$ cat config.mk
export PLATFORM = sky130hd
export DESIGN_NAME = chacha_inv_rounds_flat
export DESIGN_NICKNAME = d
export VERILOG_FILES = /design/src/rtl/chacha_pkg.sv /design/src/rtl/chacha_inv_rounds_if.sv /design/src/rtl/chacha_qr_inv.sv /design/src/rtl/chacha_inv_rounds.sv /design/src/flat_wrapper.sv
export SDC_FILE = /design/constraint.sdc
export NUM_CORES = 2
export LEC_CHECK = 0
export CORE_AREA = 2 2 407 409
export CTS_CLUSTER_SIZE = 25
export DETAILED_ROUTE_END_ITERATION = 10
export DIE_AREA = 0 0 409 411
export SYNTH_ARGS = -nofsm -noshare
export SYNTH_HDL_FRONTEND = slang
export SYNTH_SLANG_ARGS = --single-unit
$ cat constraint.sdc
create_clock -name clk -period 5.62 [get_ports clk]
set_input_delay 0.562 -clock clk [delete_from_list [all_inputs] [get_ports clk]]
set_output_delay 0.562 -clock clk [all_outputs]
set_load 0.03 [all_outputs]
$ cat src/rtl/chacha_pkg.sv
// Shared ChaCha definitions: widths, rotation amounts, quarterround index tables, FSM encoding.
package chacha_pkg;

    localparam int unsigned CHACHA_STATE_W = 512;
    localparam int unsigned CHACHA_WORD_W  = 32;
    localparam int unsigned CHACHA_WORDS   = CHACHA_STATE_W / CHACHA_WORD_W;
    localparam int unsigned NUM_LANES      = 4;
    localparam int unsigned ROUNDS_W       = 5;
    localparam int unsigned DR_W           = 4;
    localparam int unsigned WIDX_W         = 4;
    localparam int unsigned DEF_ROUNDS     = 20;

    localparam int unsigned ROT_16 = 16;
    localparam int unsigned ROT_12 = 12;
    localparam int unsigned ROT_8  = 8;
    localparam int unsigned ROT_7  = 7;

    typedef logic [CHACHA_WORD_W-1:0] word_t;
    typedef logic [WIDX_W-1:0]        widx_t;

    // Word 0 is the most significant word, matching the external state ordering.
    typedef logic [0:CHACHA_WORDS-1][CHACHA_WORD_W-1:0] state_t;

    // Quarterround word indices as [lane][a,b,c,d].
    localparam logic [0:NUM_LANES-1][0:3][WIDX_W-1:0] COL_IDX = {
        4'd0, 4'd4, 4'd8,  4'd12,
        4'd1, 4'd5, 4'd9,  4'd13,
        4'd2, 4'd6, 4'd10, 4'd14,
        4'd3, 4'd7, 4'd11, 4'd15
    };

    localparam logic [0:NUM_LANES-1][0:3][WIDX_W-1:0] DIAG_IDX = {
        4'd0, 4'd5, 4'd10, 4'd15,
        4'd1, 4'd6, 4'd11, 4'd12,
        4'd2, 4'd7, 4'd8,  4'd13,
        4'd3, 4'd4, 4'd9,  4'd14
    };

    typedef enum logic [1:0] {
        ST_IDLE = 2'd0,
        ST_DIAG = 2'd1,
        ST_COL  = 2'd2
    } fsm_t;

    function automatic word_t rotr(input word_t x, input int unsigned n);
        return (x >> n) | (x << (CHACHA_WORD_W - n));
    endfunction

    function automatic widx_t qr_idx(input logic diag, input logic [1:0] lane, input logic [1:0] pos);
        return diag ? DIAG_IDX[lane][pos] : COL_IDX[lane][pos];
    endfunction

endpackage

$ cat src/rtl/chacha_inv_rounds_if.sv
// Request/response bundle between a client and the inverse-round engine.
interface chacha_inv_rounds_if;
    import chacha_pkg::*;

    logic                      start;
    logic [ROUNDS_W-1:0]       rounds_in;
    logic [CHACHA_STATE_W-1:0] state_in;
    logic                      ready;
    logic [CHACHA_STATE_W-1:0] state_out;
    logic                      out_valid;

    modport master (
        output start, rounds_in, state_in,
        input  ready, state_out, out_valid
    );

    modport slave (
        input  start, rounds_in, state_in,
        output ready, state_out, out_valid
    );

endinterface

$ cat src/rtl/chacha_qr_inv.sv
// Combinational inverse ChaCha quarterround; all arithmetic wraps mod 2^32.
module chacha_qr_inv
    import chacha_pkg::*;
(
    input  word_t a,
    input  word_t b,
    input  word_t c,
    input  word_t d,
    output word_t a_prim,
    output word_t b_prim,
    output word_t c_prim,
    output word_t d_prim
);

    word_t a1, b1, c1, d1, b2, c2, d2;

    // Forward steps undone in reverse order: the 8/7 half first, then the 16/12 half.
    assign b1 = rotr(b, ROT_7) ^ c;
    assign c1 = c - d;
    assign d1 = rotr(d, ROT_8) ^ a;
    assign a1 = a - b1;

    assign b2 = rotr(b1, ROT_12) ^ c1;
    assign c2 = c1 - d1;
    assign d2 = rotr(d1, ROT_16) ^ a1;

    assign a_prim = a1 - b2;
    assign b_prim = b2;
    assign c_prim = c2;
    assign d_prim = d2;

endmodule

$ cat src/rtl/chacha_inv_rounds.sv
// Iterative inverse ChaCha round engine: one inverse half-round (4 lanes) per clock, diagonal first.
module chacha_inv_rounds
    import chacha_pkg::*;
(
    input  logic               clk,
    input  logic               reset,
    chacha_inv_rounds_if.slave bus
);

    fsm_t                state_q, state_d;
    logic [DR_W-1:0]     dr_ctr_q, dr_ctr_d;
    logic [DR_W-1:0]     dr_q, dr_d;
    state_t              work_q, work_d;
    state_t              res_c;
    logic [CHACHA_STATE_W-1:0] state_out_q, state_out_d;
    logic                out_valid_q, out_valid_d;
    logic                ready_q, ready_d;

    logic                          diag_c;
    logic [0:NUM_LANES-1][0:3][CHACHA_WORD_W-1:0] lane_in_c;
    word_t                         lane_out_c [NUM_LANES][4];
    logic                          unused_rounds_lsb_c;

    assign diag_c              = (state_q == ST_DIAG);
    assign unused_rounds_lsb_c = bus.rounds_in[0];

    // Gather each lane's (a,b,c,d) from the working register for the current half-round.
    always_comb begin
        lane_in_c = '0;
        for (int l = 0; l < NUM_LANES; l++) begin
            for (int p = 0; p < 4; p++) begin
                lane_in_c[2'(l)][2'(p)] = work_q[qr_idx(diag_c, 2'(l), 2'(p))];
            end
        end
    end

    for (genvar l = 0; l < NUM_LANES; l++) begin : g_lane
        chacha_qr_inv u_qr_inv (
            .a      (lane_in_c[l][0]),
            .b      (lane_in_c[l][1]),
            .c      (lane_in_c[l][2]),
            .d      (lane_in_c[l][3]),
            .a_prim (lane_out_c[l][0]),
            .b_prim (lane_out_c[l][1]),
            .c_prim (lane_out_c[l][2]),
            .d_prim (lane_out_c[l][3])
        );
    end

    // Scatter lane results back to their word positions; each word belongs to exactly one lane.
    always_comb begin
        res_c = work_q;
        for (int l = 0; l < NUM_LANES; l++) begin
            for (int p = 0; p < 4; p++) begin
                res_c[qr_idx(diag_c, 2'(l), 2'(p))] = lane_out_c[2'(l)][2'(p)];
            end
        end
    end

    // Next-state and registered-output values.
    always_comb begin
        state_d     = state_q;
        dr_ctr_d    = dr_ctr_q;
        dr_d        = dr_q;
        work_d      = work_q;
        state_out_d = state_out_q;
        out_valid_d = out_valid_q;
        ready_d     = ready_q;

        case (state_q)
            ST_IDLE: begin
                if (bus.start && ready_q) begin
                    work_d      = state_t'(bus.state_in);
                    dr_d        = bus.rounds_in[ROUNDS_W-1:1];
                    dr_ctr_d    = '0;
                    out_valid_d = 1'b0;
                    ready_d     = 1'b0;
                    if (bus.rounds_in[ROUNDS_W-1:1] != '0) begin
                        state_d = ST_DIAG;
                    end
                end else if (!ready_q) begin
                    // Zero-round request: pass the latched state straight through.
                    state_out_d = CHACHA_STATE_W'(work_q);
                    out_valid_d = 1'b1;
                    ready_d     = 1'b1;
                end
            end
            ST_DIAG: begin
                work_d  = res_c;
                state_d = ST_COL;
            end
            ST_COL: begin
                work_d   = res_c;
                dr_ctr_d = dr_ctr_q + DR_W'(1);
                if (dr_ctr_q == dr_q - DR_W'(1)) begin
                    state_d     = ST_IDLE;
                    state_out_d = CHACHA_STATE_W'(res_c);
                    out_valid_d = 1'b1;
                    ready_d     = 1'b1;
                end else begin
                    state_d = ST_DIAG;
                end
            end
            default: begin
                state_d = ST_IDLE;
            end
        endcase
    end

    always_ff @(posedge clk) begin
        if (reset) begin
            state_q     <= ST_IDLE;
            dr_ctr_q    <= '0;
            dr_q        <= '0;
            work_q      <= '0;
            state_out_q <= '0;
            out_valid_q <= 1'b0;
            ready_q     <= 1'b1;
        end else begin
            state_q     <= state_d;
            dr_ctr_q    <= dr_ctr_d;
            dr_q        <= dr_d;
            work_q      <= work_d;
            state_out_q <= state_out_d;
            out_valid_q <= out_valid_d;
            ready_q     <= ready_d;
        end
    end

    assign bus.ready     = ready_q;
    assign bus.state_out = state_out_q;
    assign bus.out_valid = out_valid_q;

endmodule

$ cat src/flat_wrapper.sv
// flat-port wrapper written by rule: the top's interface ports become plain ports
module chacha_inv_rounds_flat import chacha_pkg::*;
  (clk, reset, bus_start, bus_rounds_in, bus_state_in, bus_ready, bus_state_out, bus_out_valid);
  chacha_inv_rounds_if bus_i ();
  input  logic clk;
  input  logic reset;
  input wire logic [$bits(bus_i.start)-1:0] bus_start;
  input wire logic [$bits(bus_i.rounds_in)-1:0] bus_rounds_in;
  input wire logic [$bits(bus_i.state_in)-1:0] bus_state_in;
  output wire logic [$bits(bus_i.ready)-1:0] bus_ready;
  output wire logic [$bits(bus_i.state_out)-1:0] bus_state_out;
  output wire logic [$bits(bus_i.out_valid)-1:0] bus_out_valid;
  assign bus_i.start = bus_start;
  assign bus_i.rounds_in = bus_rounds_in;
  assign bus_i.state_in = bus_state_in;
  assign bus_ready = bus_i.ready;
  assign bus_state_out = bus_i.state_out;
  assign bus_out_valid = bus_i.out_valid;
  chacha_inv_rounds u_core (.clk(clk), .reset(reset), .bus(bus_i));
endmodule
==> impl_metrics.py <==
metrics = {
    "outcome": {
        "outcome": "finished, final reports clean",
    },
    "synthesis": {
        "synth_ff_type": "dfxtp_1",
        "synth_top_cell_by_area": "dfxtp_1",
        "ys_seq_area_share_pct": 44.7,
        "ys_types": 91,
        "synthArstFlopShare_pct": 0,
        "ys_top_cells_by_area": "dfxtp_1 45%, a21oi_1 7.5%, nor2_1 5.4%",
        "synth-seq-cells": 1036,
        "synthCells": 5584,
        "syn-num-nets": 6238,
        "synth_area_sq_mm": 0.0463,
        "ys_warn_count": 0,
        "synthMostInstantiatedCell": "dfxtp_1",
        "ys_top_cells_by_count": "1036 x dfxtp_1, 694 x a21oi_1, 669 x nor2_1",
        "avgSynthCellArea_sq_um": 8.30,
        "synth_edf_count": 0,
        "synth_top_area_share_pct": 44.7,
    },
    "setup_path": {
        "start_kind": "register",
        "crit_buf_inv": 2,
        "cp_slowest_cell": "ha_4",
        "end_kind": "register",
        "crit_chain": "inv_1, ha_4, buf_4, nor2b_1, a211oi_1, a21oi_1, xnor2_1, ha_1, o21bai_1, ha_1, a21oi_1, nor2b_1, a211oi_2, o211ai_4, a41oi_2, o31ai_2, xnor2_1, a2111oi_2",
        "crit_fanout": 31,
        "arrival_ns": 5.93,
        "regToRegSetupSlack_ns": 0.34,
        "crit_family": "compound AO/OA/AOI/OAI gates",
        "worstPathRequired_ns": 6.27,
        "crit_type": "register to register",
        "slowest_delay_ns": 0.50,
    },
    "power": {
        "power_density_mw_per_mm2": 819,
        "seq_power_share_pct": 21.5,
        "pwr-share-clk_pct": 16.2,
        "cellLeakagePower_nw": 22.4,
        "internal_power_w": 0.0257,
        "combPwrFrac_pct": 62.4,
        "p_sw_w": 0.0259,
        "peakVddDrop_mv": 0.663,
        "totalPowerFinal_w": 0.0515,
        "switching_share_pct": 50.2,
    },
    "clock_tree": {
        "cts_buffer_depth": 3,
        "clk_pin_slew_worst_paths_ns": 0.06,
        "cts_made_buffers": 116,
        "cts_sinks": 1036,
        "cts_tree": "built",
        "htreeDepth": 3,
        "cts_root_buf": "clkbuf_16",
        "ctsResizeCount": 0,
        "clk_latency_ns": 0.77,
        "postCtsHoldBufs": 0,
        "cts_setup_buffers": 0,
    },
    "job": {
        "maxCapViolCount": 0,
    },
    "floorplanning": {
        "die_y_um": 411,
        "dieArea_sq_mm": 0.168,
        "core_area_sq_mm": 0.164,
        "rows": 149,
        "die_w_um": 409,
        "ios": 1034,
        "start_util_pct": 28.3,
    },
    "sta": {
        "finalSetupViolations": 0,
        "clock_skew_ns": 0.0637,
        "fin_crit_ns": 5.28,
        "max_slew.worst_pin.slew_ns": 1.25,
        "final-hold-violation-count": 0,
        "post-route-period-util_pct": 93.9,
        "slew_violations": 0,
        "setup_tns_ns": 0,
        "maxSlewHeadroom_pct": 16.4,
        "rsz0062_at_grt": "false",
        "max_clock_freq_mhz": 189,
    },
    "drt": {
        "vias_per_cell": 5.31,
        "drt-total-wl_mm": 226,
        "wl_per_cell_um": 26.1,
        "drtIter0Drc": 4760,
        "ant_nets": 0,
        "dr.pass1.iters": 6,
        "via_count": 45900,
        "drc": 0,
    },
    "placed_design": {
        "dpl.hpwl_mm": 166,
        "place_congestion": 0.978,
        "numPortBuffers": 1032,
    },
    "global_routing": {
        "grt_pass1_wl_mm": 315,
        "antenna_found_initial": 57,
        "grt_usage_pct": 25.4,
        "grt_pass1_vias": 43000,
        "gr-total-overflow": 0,
        "grt_max_degree": 225,
    },
    "layout": {
        "final_nets": 7001,
        "drive_above_1_share_pct": 5.99,
        "postLayoutCoreUtil_pct": 38.4,
        "syn2layout_area_growth_pct": 35.8,
    },
    "min_path": {
        "min_path_type": "primary input to register",
    },
}
## sequential cells by signal (all words and copies together) (netlist names)
signal,count
u_core.dr_ctr_q,4
u_core.bus.state_out,512
u_core.bus.ready,1
u_core.work_q,512
u_core.bus.out_valid,1
u_core.state_q,2
u_core.dr_q,4
## stage by stage
step	setup WS [ns]	hold WS (ns)	instances	area, sq um
3_5_place_dp	0.444	0.443	8418	58700
6_report	0.341	0.265	8652	62900
4_1_cts	0.409	0.247	8635	62900
3_3_place_gp	0.513	0.437	8418	58700
5_1_grt	0.00811	0.312	8640	62900
2_1_floorplan	0.916	0.432	5584	46300
## cell type report
type | count | area, sq um
Timing Repair Buffer | 1153 | 11600
Tap cell | 2189 | 2740
Inverter | 104 | 400
Clock inverter | 53 | 802
Fill cell | 16500 | 101000
Antenna cell | 17 | 42.5
Multi-Input combinational cell | 3936 | 23200
Clock buffer | 164 | 3390
Sequential cell | 1036 | 20700
## path summary, 6_finish.rpt
kind	from	end	cells past startpoint
worst max-delay path	u_core.state_q[1]$_SDFFE_PP0P_	u_core.bus.state_out[469]$_SDFFE_PP0P_	18
worst min-delay path	reset	u_core.bus.state_out[500]$_SDFFE_PP0P_	2
worst max register to register	u_core.state_q[1]$_SDFFE_PP0P_	u_core.bus.state_out[469]$_SDFFE_PP0P_	18
worst min register to register	u_core.work_q[73]$_SDFFE_PP0P_	u_core.bus.state_out[73]$_SDFFE_PP0P_	2
## layer usage
| metal | track usage [%] | up-vias | part of all wire (%) |
|---|---|---|---|
| li1 | - | 21200 | - |
| met1 | 29.3 | 22100 | 38 |
| met2 | 41.7 | 2021 | 47 |
| met3 | 7.97 | 487 | 9.3 |
| met4 | 13.9 | 66 | 5.8 |
| met5 | 0 | - | 0.19 |
## cells in the final DEF, fill, tap and decap left out, drive strengths merged, types with 129 or more instances in the layout
cell / n
mux2i: 200
clkdlybuf4s50: 1031
a211oi: 240
dfxtp: 1036
nand3: 472
clkbuf: 164
nor2: 670
nor3: 129
a22oi: 271
a21oi: 696
nand2: 601
## power groups by stage
stage                     Combinational (W)  Clock [W]  Sequential, W
after detailed placement             0.0317          0         0.0112
after floorplan                      0.0206          0         0.0116
after global routing                 0.0346    0.00877         0.0112
final                                0.0321    0.00834         0.0111
after global placement               0.0316          0         0.0111
after CTS                            0.0319    0.00849         0.0110
## cell families (layout without fill, tap and decap cells)
logic type / Yosys count / in the layout / synth area share (%)
simple gates: 1984 / 1984 / 18.4
compound gates: 1516 / 1516 / 20.9
flops: 1036 / 1036 / 44.7
buf+inv: 612 / 1474 / 5.42
mux: 210 / 210 / 4.56
fa+ha+maj: 134 / 134 / 4.17
xor+xnor: 92 / 92 / 1.77
other cells: 0 / 17 / 0
Power figures use the tool's default switching activity.
